--- config.mk ---
export PLATFORM = sky130hd
export DESIGN_NAME = diff_freq_serial_out
export DESIGN_NICKNAME = d
export VERILOG_FILES = /design/src/rtl/diff_freq_serial_out_pkg.sv /design/src/rtl/diff_freq_serial_out_channel.sv /design/src/rtl/diff_freq_serial_out.sv
export SDC_FILE = /design/constraint.sdc
export NUM_CORES = 2
export LEC_CHECK = 0
export BUFFER_PORTS_ARGS = -buffer_cell sky130_fd_sc_hd__buf_2
export CORE_MARGIN = 3
export CORE_UTILIZATION = 43
export DETAILED_ROUTE_END_ITERATION = 8
export PLACE_DENSITY = 0.56
export SYNTH_ARGS = -nofsm -noshare
export SYNTH_HDL_FRONTEND = slang
export SYNTH_SLANG_ARGS = --single-unit
--- constraint.sdc ---
create_clock -name clk -period 4.4 [get_ports clk]
set_clock_uncertainty 0.05 [all_clocks]
set_input_delay 0.88 -clock clk [delete_from_list [all_inputs] [get_ports clk]]
set_output_delay 0.88 -clock clk [all_outputs]
set_load 0.02 [all_outputs]
--- src/rtl/diff_freq_serial_out_pkg.sv ---
// rtl/diff_freq_serial_out_pkg.sv - shared encodings for diff_freq_serial_out
//
// Command and mode encodings, control-byte field positions, packet byte
// offsets and the per-channel state enum used by the top and the channels.
package diff_freq_serial_out_pkg;

    localparam int NUM_CHANNELS = 16;

    // Control byte cmd field
    localparam logic [1:0] CMD_NOP   = 2'b00;
    localparam logic [1:0] CMD_START = 2'b01;
    localparam logic [1:0] CMD_STOP  = 2'b10;

    // Control byte mode bit
    localparam logic MODE_ONE_SHOT = 1'b0;
    localparam logic MODE_REPEAT   = 1'b1;

    // Control byte field positions
    localparam int CTRL_CH_LSB   = 4;
    localparam int CTRL_CH_W     = 4;
    localparam int CTRL_IDLE_BIT = 3;
    localparam int CTRL_MODE_BIT = 2;
    localparam int CTRL_CMD_LSB  = 0;
    localparam int CTRL_CMD_W    = 2;

    // Packet byte offsets (little-endian patterns)
    localparam int PKT_OUT_BYTE  = 0;
    localparam int PKT_FREQ_BYTE = 4;
    localparam int PKT_CTRL_BYTE = 8;

    typedef enum logic {
        ST_IDLE = 1'b0,
        ST_RUN  = 1'b1
    } chan_state_e;

    // A zero period would never reach its terminal count; run it as 1.
    function automatic logic [7:0] clamp_period(input logic [7:0] p);
        return (p == 8'd0) ? 8'd1 : p;
    endfunction

endpackage

--- src/rtl/diff_freq_serial_out_channel.sv ---
// rtl/diff_freq_serial_out_channel.sv - one serial output channel
//
// Purpose: shifts a DATA_BIT pattern out LSB first, each bit held for a
// short or long period chosen by the matching frequency-pattern bit.
// Supports one-shot and repeat modes, stop, restart and idle level.
// Ports:
//   clk, rst_n        - clock, asynchronous active-low reset
//   i_dispatch        - one-cycle command strobe addressed to this channel
//   i_cmd             - NOP / START / STOP (3 is ignored)
//   i_mode, i_idle    - repeat flag and idle line level
//   i_out_pattern     - bits to drive
//   i_freq_pattern    - per-bit period select (1 = high frequency)
//   o_serial          - registered serial line
//   o_bit_tick        - high on the last cycle of every bit period
//   o_done_tick       - high on the last cycle of a one-shot transfer
module serial_out_channel
    import diff_freq_serial_out_pkg::*;
#(
    parameter int         DATA_BIT        = 32,
    parameter logic [7:0] LOW_PERIOD_CLK  = 8'd20,
    parameter logic [7:0] HIGH_PERIOD_CLK = 8'd5
) (
    input  logic                clk,
    input  logic                rst_n,
    input  logic                i_dispatch,
    input  logic [1:0]          i_cmd,
    input  logic                i_mode,
    input  logic                i_idle,
    input  logic [DATA_BIT-1:0] i_out_pattern,
    input  logic [DATA_BIT-1:0] i_freq_pattern,
    output logic                o_serial,
    output logic                o_bit_tick,
    output logic                o_done_tick
);

    localparam int             IDX_W    = (DATA_BIT > 1) ? $clog2(DATA_BIT) : 1;
    localparam logic [IDX_W-1:0] LAST_IDX = IDX_W'(DATA_BIT - 1);
    localparam logic [7:0]     LOW_P    = clamp_period(LOW_PERIOD_CLK);
    localparam logic [7:0]     HIGH_P   = clamp_period(HIGH_PERIOD_CLK);

    chan_state_e          state_q, state_d;
    logic [DATA_BIT-1:0]  out_q, out_d;
    logic [DATA_BIT-1:0]  freq_q, freq_d;
    logic                 mode_q, mode_d;
    logic                 idle_q, idle_d;
    logic [IDX_W-1:0]     idx_q, idx_d;
    logic [7:0]           cnt_q, cnt_d;
    logic                 serial_q, serial_d;
    logic                 bit_tick_q, bit_tick_d;
    logic                 done_tick_q, done_tick_d;

    logic [7:0]           last_cnt_q;
    logic [7:0]           last_cnt_d;

    always_comb begin
        last_cnt_q = (freq_q[idx_q] ? HIGH_P : LOW_P) - 8'd1;

        state_d = state_q;
        out_d   = out_q;
        freq_d  = freq_q;
        mode_d  = mode_q;
        idle_d  = idle_q;
        idx_d   = idx_q;
        cnt_d   = cnt_q;

        // Free-running bit timing; a command this cycle overrides it below.
        if (state_q == ST_RUN) begin
            if (cnt_q == last_cnt_q) begin
                cnt_d = 8'd0;
                if (idx_q == LAST_IDX) begin
                    idx_d = '0;
                    if (mode_q == MODE_ONE_SHOT) begin
                        state_d = ST_IDLE;
                    end
                end else begin
                    idx_d = idx_q + 1'b1;
                end
            end else begin
                cnt_d = cnt_q + 8'd1;
            end
        end

        if (i_dispatch) begin
            case (i_cmd)
                CMD_START: begin
                    state_d = ST_RUN;
                    out_d   = i_out_pattern;
                    freq_d  = i_freq_pattern;
                    mode_d  = i_mode;
                    idle_d  = i_idle;
                    idx_d   = '0;
                    cnt_d   = 8'd0;
                end
                CMD_STOP: begin
                    if (state_q == ST_RUN) begin
                        state_d = ST_IDLE;
                        idx_d   = '0;
                        cnt_d   = 8'd0;
                    end
                end
                CMD_NOP: begin
                    idle_d = i_idle;
                end
                default: ;
            endcase
        end

        // Outputs are registered: evaluate them against the next state so
        // they line up with the counter value they describe.
        last_cnt_d  = (freq_d[idx_d] ? HIGH_P : LOW_P) - 8'd1;
        bit_tick_d  = (state_d == ST_RUN) && (cnt_d == last_cnt_d);
        done_tick_d = bit_tick_d && (idx_d == LAST_IDX) && (mode_d == MODE_ONE_SHOT);
        serial_d    = (state_d == ST_RUN) ? out_d[idx_d] : idle_d;
    end

    always_ff @(posedge clk or negedge rst_n) begin
        if (!rst_n) begin
            state_q     <= ST_IDLE;
            out_q       <= '0;
            freq_q      <= '0;
            mode_q      <= MODE_ONE_SHOT;
            idle_q      <= 1'b0;
            idx_q       <= '0;
            cnt_q       <= 8'd0;
            serial_q    <= 1'b0;
            bit_tick_q  <= 1'b0;
            done_tick_q <= 1'b0;
        end else begin
            state_q     <= state_d;
            out_q       <= out_d;
            freq_q      <= freq_d;
            mode_q      <= mode_d;
            idle_q      <= idle_d;
            idx_q       <= idx_d;
            cnt_q       <= cnt_d;
            serial_q    <= serial_d;
            bit_tick_q  <= bit_tick_d;
            done_tick_q <= done_tick_d;
        end
    end

    assign o_serial    = serial_q;
    assign o_bit_tick  = bit_tick_q;
    assign o_done_tick = done_tick_q;

endmodule

--- src/rtl/diff_freq_serial_out.sv ---
// rtl/diff_freq_serial_out.sv - 16-channel dual-frequency serial pattern generator
//
// Purpose: assembles PACK_NUM-byte command packets from a UART byte stream
// and dispatches each completed packet to the addressed channel.
// Ports:
//   clk, rst_n      - clock, asynchronous active-low reset
//   i_data          - received byte, valid with i_rx_done_tick
//   i_rx_done_tick  - one-cycle byte strobe
//   o_serial_out    - one serial line per channel
//   o_bit_tick      - OR of all channel bit ticks
//   o_done_tick     - OR of all channel one-shot done ticks
module diff_freq_serial_out
    import diff_freq_serial_out_pkg::*;
#(
    parameter int         DATA_BIT        = 32,
    parameter int         PACK_NUM        = 9,
    parameter logic [7:0] LOW_PERIOD_CLK  = 8'd20,
    parameter logic [7:0] HIGH_PERIOD_CLK = 8'd5
) (
    input  logic                    clk,
    input  logic                    rst_n,
    input  logic [7:0]              i_data,
    input  logic                    i_rx_done_tick,
    output logic [NUM_CHANNELS-1:0] o_serial_out,
    output logic                    o_bit_tick,
    output logic                    o_done_tick
);

    localparam int               IDX_W    = (PACK_NUM > 1) ? $clog2(PACK_NUM) : 1;
    localparam logic [IDX_W-1:0] LAST_IDX = IDX_W'(PACK_NUM - 1);

    logic [PACK_NUM*8-1:0] pkt_q, pkt_d;
    logic [IDX_W-1:0]      idx_q, idx_d;
    logic                  dispatch_q, dispatch_d;

    // Packet assembler: no inter-byte timeout, index only wraps on the last byte.
    always_comb begin
        pkt_d      = pkt_q;
        idx_d      = idx_q;
        dispatch_d = 1'b0;
        if (i_rx_done_tick) begin
            pkt_d[8*int'(idx_q) +: 8] = i_data;
            if (idx_q == LAST_IDX) begin
                idx_d      = '0;
                dispatch_d = 1'b1;
            end else begin
                idx_d = idx_q + 1'b1;
            end
        end
    end

    always_ff @(posedge clk or negedge rst_n) begin
        if (!rst_n) begin
            pkt_q      <= '0;
            idx_q      <= '0;
            dispatch_q <= 1'b0;
        end else begin
            pkt_q      <= pkt_d;
            idx_q      <= idx_d;
            dispatch_q <= dispatch_d;
        end
    end

    // Packet fields, valid while dispatch_q is high.
    logic [7:0]            ctrl;
    logic [DATA_BIT-1:0]   out_pattern;
    logic [DATA_BIT-1:0]   freq_pattern;
    logic [CTRL_CH_W-1:0]  ctrl_ch;
    logic [CTRL_CMD_W-1:0] ctrl_cmd;

    assign ctrl         = pkt_q[8*PKT_CTRL_BYTE +: 8];
    assign out_pattern  = pkt_q[8*PKT_OUT_BYTE +: DATA_BIT];
    assign freq_pattern = pkt_q[8*PKT_FREQ_BYTE +: DATA_BIT];
    assign ctrl_ch      = ctrl[CTRL_CH_LSB +: CTRL_CH_W];
    assign ctrl_cmd     = ctrl[CTRL_CMD_LSB +: CTRL_CMD_W];

    logic [NUM_CHANNELS-1:0] ch_bit_tick;
    logic [NUM_CHANNELS-1:0] ch_done_tick;

    for (genvar i = 0; i < NUM_CHANNELS; i++) begin : g_ch
        logic ch_dispatch;
        assign ch_dispatch = dispatch_q && (ctrl_ch == CTRL_CH_W'(i));

        serial_out_channel #(
            .DATA_BIT        (DATA_BIT),
            .LOW_PERIOD_CLK  (LOW_PERIOD_CLK),
            .HIGH_PERIOD_CLK (HIGH_PERIOD_CLK)
        ) u_ch (
            .clk            (clk),
            .rst_n          (rst_n),
            .i_dispatch     (ch_dispatch),
            .i_cmd          (ctrl_cmd),
            .i_mode         (ctrl[CTRL_MODE_BIT]),
            .i_idle         (ctrl[CTRL_IDLE_BIT]),
            .i_out_pattern  (out_pattern),
            .i_freq_pattern (freq_pattern),
            .o_serial       (o_serial_out[i]),
            .o_bit_tick     (ch_bit_tick[i]),
            .o_done_tick    (ch_done_tick[i])
        );
    end

    // Channel ticks are registered, so the OR is a clean single-cycle pulse.
    assign o_bit_tick  = |ch_bit_tick;
    assign o_done_tick = |ch_done_tick;

endmodule

==> flow_summary_export.csv <==
group,metric,value,unit
pwr,ir_worst_vdd,0.000383,V
yosys,syn_inst,6185,
global_route,globalRouteOverflowTotal,0,
pwr,leakage,39.7,nW
floorplanning,core,168000,sq um
detailed_routing,vias_per_cell,6.11,
yosys,synth_edf_count,0,
finish,layout-drive-gt1-share,34.0,%
clock_tree,h-tree-depth,4,
clock_tree,cts_made_buffers,162,
floorplanning,die_y,419,microns
setup_path,required,5.06,ns
timing,max-slew-margin-rel,15.6,%
global_route,grt_pass1_vias,52908,
yosys,synth.avg_cell_area,11.8,sq um
yosys,yosys_register_bits,1405,
setup_path,regToRegSetupSlack,0.13,ns
timing,fmax,0.234,GHz
timing,hold-worst-slack,0.0941,ns
setup_path,rr_startpoint,"g_ch[0].u_ch.idx_q[0]",
yosys,syn-num-nets,6253,
yosys,synth_top_flop_cell,"dfrtp_1",
setup_path,path_class,"flop to flop",
detailed_routing,num_vias,53636,
timing,setup-violations-final,0,
floorplanning,ios,29,
setup_path,reg2reg_to,"g_ch[0].u_ch.o_done_tick",
placed_design,hpwl,171000,microns
setup_path,end_kind,"flop",
timing,worst_pin_slew,1.27,ns
setup_path,cp_slowest_cell,"mux4_2",
floorplanning,rows,150,
yosys,ys_types,108,
detailed_routing,totalWireLength,252000,microns
timing,final_max_slew_viol_count,0,
global_route,grt_usage,28.5,%
pwr,powerDensity,400,nW/um^2
clock_tree,clockBufferDepth,3,
setup_path,cp-start-kind,"flop",
detailed_routing,avgRoutedWirePerCell,28.7,microns
global_route,grt_pass1_wl,368000,microns
floorplanning,start_util,43.5,%
finish,post-route-util,50.2,%
timing,finalCritPeriodShare,96.9,%
clock_tree,clock_sinks,1405,
global_route,grt_max_degree,109,
placed_design,portBuffers,28,
placed_design,gp_congestion,0.930,
status,status,"complete, no violations",
setup_path,cp_cell_sequence,"buf_12 > mux2i_1 > mux4_2 > a22o_1 > nor3_2 > buf_4 > o2111a_1 > nor2_1 > inv_1 > buf_12 > mux2i_2 > nor2_1 > nor4_1 > nor4_1 > a21oi_1 > mux2i_1 > and3_1",
floorplanning,die_w,419,microns
setup_path,r2r_cells,17,
finish,syn_to_final_growth,15.3,%
clock_tree,cts_root_buf,"clkbuf_16",
placed_design,placed_area,78400,sq um
timing,fin_crit,4.27,ns
detailed_routing,drt_iter0_drc,5155,
yosys,ys_seq_area_share,48.0,%
min_path,hp-class,"primary input to async pin",
finish,fillCellCount,14867,
flow_run,max_cap_viol_count,0,
yosys,yosys_warnings,0,
timing,finalSetupTns,0,ns
timing,finalHoldViolations,0,
clock_tree,cts.reportedPaths.clkPinSlew,0.06,ns
setup_path,critPathMaxFanout,19,
yosys,syn_area,73200,sq um
yosys,synth-async-reset-ratio,100,%
detailed_routing,drc,0,
detailed_routing,drtAntennaViolNets,0,
setup_path,worstPathArrival,4.92,ns
setup_path,crit_path_max_incr_delay,0.51,ns
floorplanning,dieArea,175000,sq um
clock_tree,clk_latency,0.80,ns
clock_tree,tritoncts,"yes",
finish,fin_nets,6480,
finish,fin_area,84400,sq um
detailed_routing,drt_first_pass_iters,6,
global_route,antenna_found_initial,47,
worst max-delay path, delay by kind of cell (launching register included):
family / cells / cell delay, ns
multiplexers: 4 / 1.26
AO/OA/AOI/OAI: 3 / 0.71
AND/OR/NAND/NOR: 6 / 1.04
flip-flops: 1 / 0.39
buffers and inverters: 4 / 0.69
metrics by stage:
| step | total power [W] | std cells | worst slack, ns |
|---|---|---|---|
| 6_report | 0.0338 | 8783 | 0.134 |
| 5_1_grt | 0.0345 | 8756 | -0.0146 |
| 4_1_cts | 0.0338 | 8740 | 0.0259 |
| 3_5_place_dp | 0.0197 | 8439 | -0.210 |
| 3_3_place_gp | 0.0197 | 8439 | -0.170 |
| 2_1_floorplan | 0.0153 | 6185 | 0.103 |
report_power, final:
part | internal, W | switching, W | total [W]
combinational | 0.000945 | 0.00310 | 0.00405
sequential | 0.0133 | 0.00226 | 0.0156
clock | 0.00848 | 0.00567 | 0.0142
total | 0.0227 | 0.0110 | 0.0338
routing by layer:
layer | global-route usage (%) | share of wire, % | up-vias
met2 | 43.7 | 45 | 1947
met5 | 0 | 0.0087 | -
met3 | 4.99 | 7.0 | 424
met1 | 40.5 | 44 | 27923
met4 | 10.3 | 3.6 | 4
li1 | - | - | 23338
sequential cells by signal, summed over array words and instances (netlist names), 72 cells and up:
register / cells
g_ch.u_ch.idx_q: 80
g_ch.u_ch.freq_q: 512
g_ch.u_ch.cnt_q: 128
pkt_q: 72
g_ch.u_ch.out_q: 512
logic make-up (layout without fill, tap and decap cells):
group	after synthesis	in the layout	share of synthesized area (%)
XOR/XNOR	22	22	0.263
other	0	33	0
adder cells (fa/ha/maj)	57	57	0.974
AND/OR/NAND/NOR	1502	1502	10.3
buffers and inverters	542	903	3.10
multiplexers	1906	1906	30.2
AO/OA/AOI/OAI	751	751	7.10
flip-flops	1405	1405	48.0
how the worst max path moves through the flow:
| stage | startpoint | endpoint | slack [ns] |
|---|---|---|---|
| 4_1_cts | g_ch[3].u_ch.idx_q[0] | g_ch[3].u_ch.o_done_tick | 0.03 |
| 3_3_place_gp | g_ch[9].u_ch.idx_q[0] | g_ch[9].u_ch.o_done_tick | -0.17 |
| 3_5_place_dp | g_ch[9].u_ch.idx_q[0] | g_ch[9].u_ch.o_done_tick | -0.21 |
| 5_1_grt | g_ch[8].u_ch.idx_q[0] | g_ch[8].u_ch.o_done_tick | -0.01 |
| 2_1_floorplan | g_ch[14].u_ch.idx_q[0] | g_ch[14].u_ch.o_done_tick | 0.10 |
| 6_report | g_ch[0].u_ch.idx_q[0] | g_ch[0].u_ch.o_done_tick | 0.13 |
layout by cell type, fill, tap and decap left out, drive strengths merged, types with 26 or more instances in the layout:
cell type and n:
and2 47, nor3 135, inv 145, clkbuf 243
mux4 126, mux2i 604, nor2b 46, ha 57
or2 35, nor2 324, and3 43, a22oi 27
a21oi 79, buf 466, o22ai 40, nand2 399
o21ai 213, nand3 145, nor4 52, o31ai 51
a31oi 39, or3 43, o211ai 45, nand2b 42
diode 33, clkinv 30, dfrtp 1405, nand4 68
a22o 26, mux2 1176
synthesized netlist by cell type (14+ instances only):
master       n  share of area [%]
a21o_1      21               0.22
buf_4       33               0.34
nor3_1     134               0.92
o22ai_1     40               0.34
mux4_2     126                3.9
nor2_1     322                1.7
o211a_1     15               0.21
buf_2       68               0.46
a22oi_1     25               0.26
mux2i_1    603                8.2
a21oi_1     79               0.54
inv_2       19              0.097
nand2b_1    42               0.36
clkbuf_1   240                1.2
nand4_1     68               0.58
a211oi_1    17               0.17
nand3b_1    20               0.21
ha_1        57               0.97
a32oi_1     23               0.28
inv_1      117               0.60
o21ai_0    199                1.4
nand3_1    145               0.99
buf_1       58               0.30
a31oi_1     38               0.32
nor4_1      51               0.44
o21ai_1     14              0.096
dfrtp_1   1405                 48
or3_1       43               0.37
nor2b_1     46               0.39
or2_2       29               0.25
and4_1      15               0.18
nand2_1    398                2.0
o211ai_1    45               0.46
and3_1      43               0.37
and2_1      45               0.38
nor4b_1     14               0.17
or4_1       21               0.22
o21a_1      14               0.14
a22o_1      26               0.31
nand4b_1    16               0.19
mux2_2    1174                 18
o31ai_1     51               0.52
final cells by class:
type | count | area [sq um] | area share, %
Multi-Input combinational cell | 4238 | 36200 | 42.9
Sequential cell | 1405 | 35200 | 41.7
Clock buffer | 243 | 4790 | 5.68
Timing Repair Buffer | 466 | 4070 | 4.82
Tap cell | 2204 | 2760 | 3.27
Clock inverter | 55 | 781 | 0.925
Inverter | 139 | 533 | 0.631
Antenna cell | 33 | 82.6 | 0.0978
what timing repair did:
item | in CTS | in global routing
hold buffers | 0 | 0
buffers inserted | 3 | 10
endpoints found under the setup margin | 7 | 35
pin swaps | 1 | 5
resized for setup | 6 | 70
(Power assumes the default switching activity.)
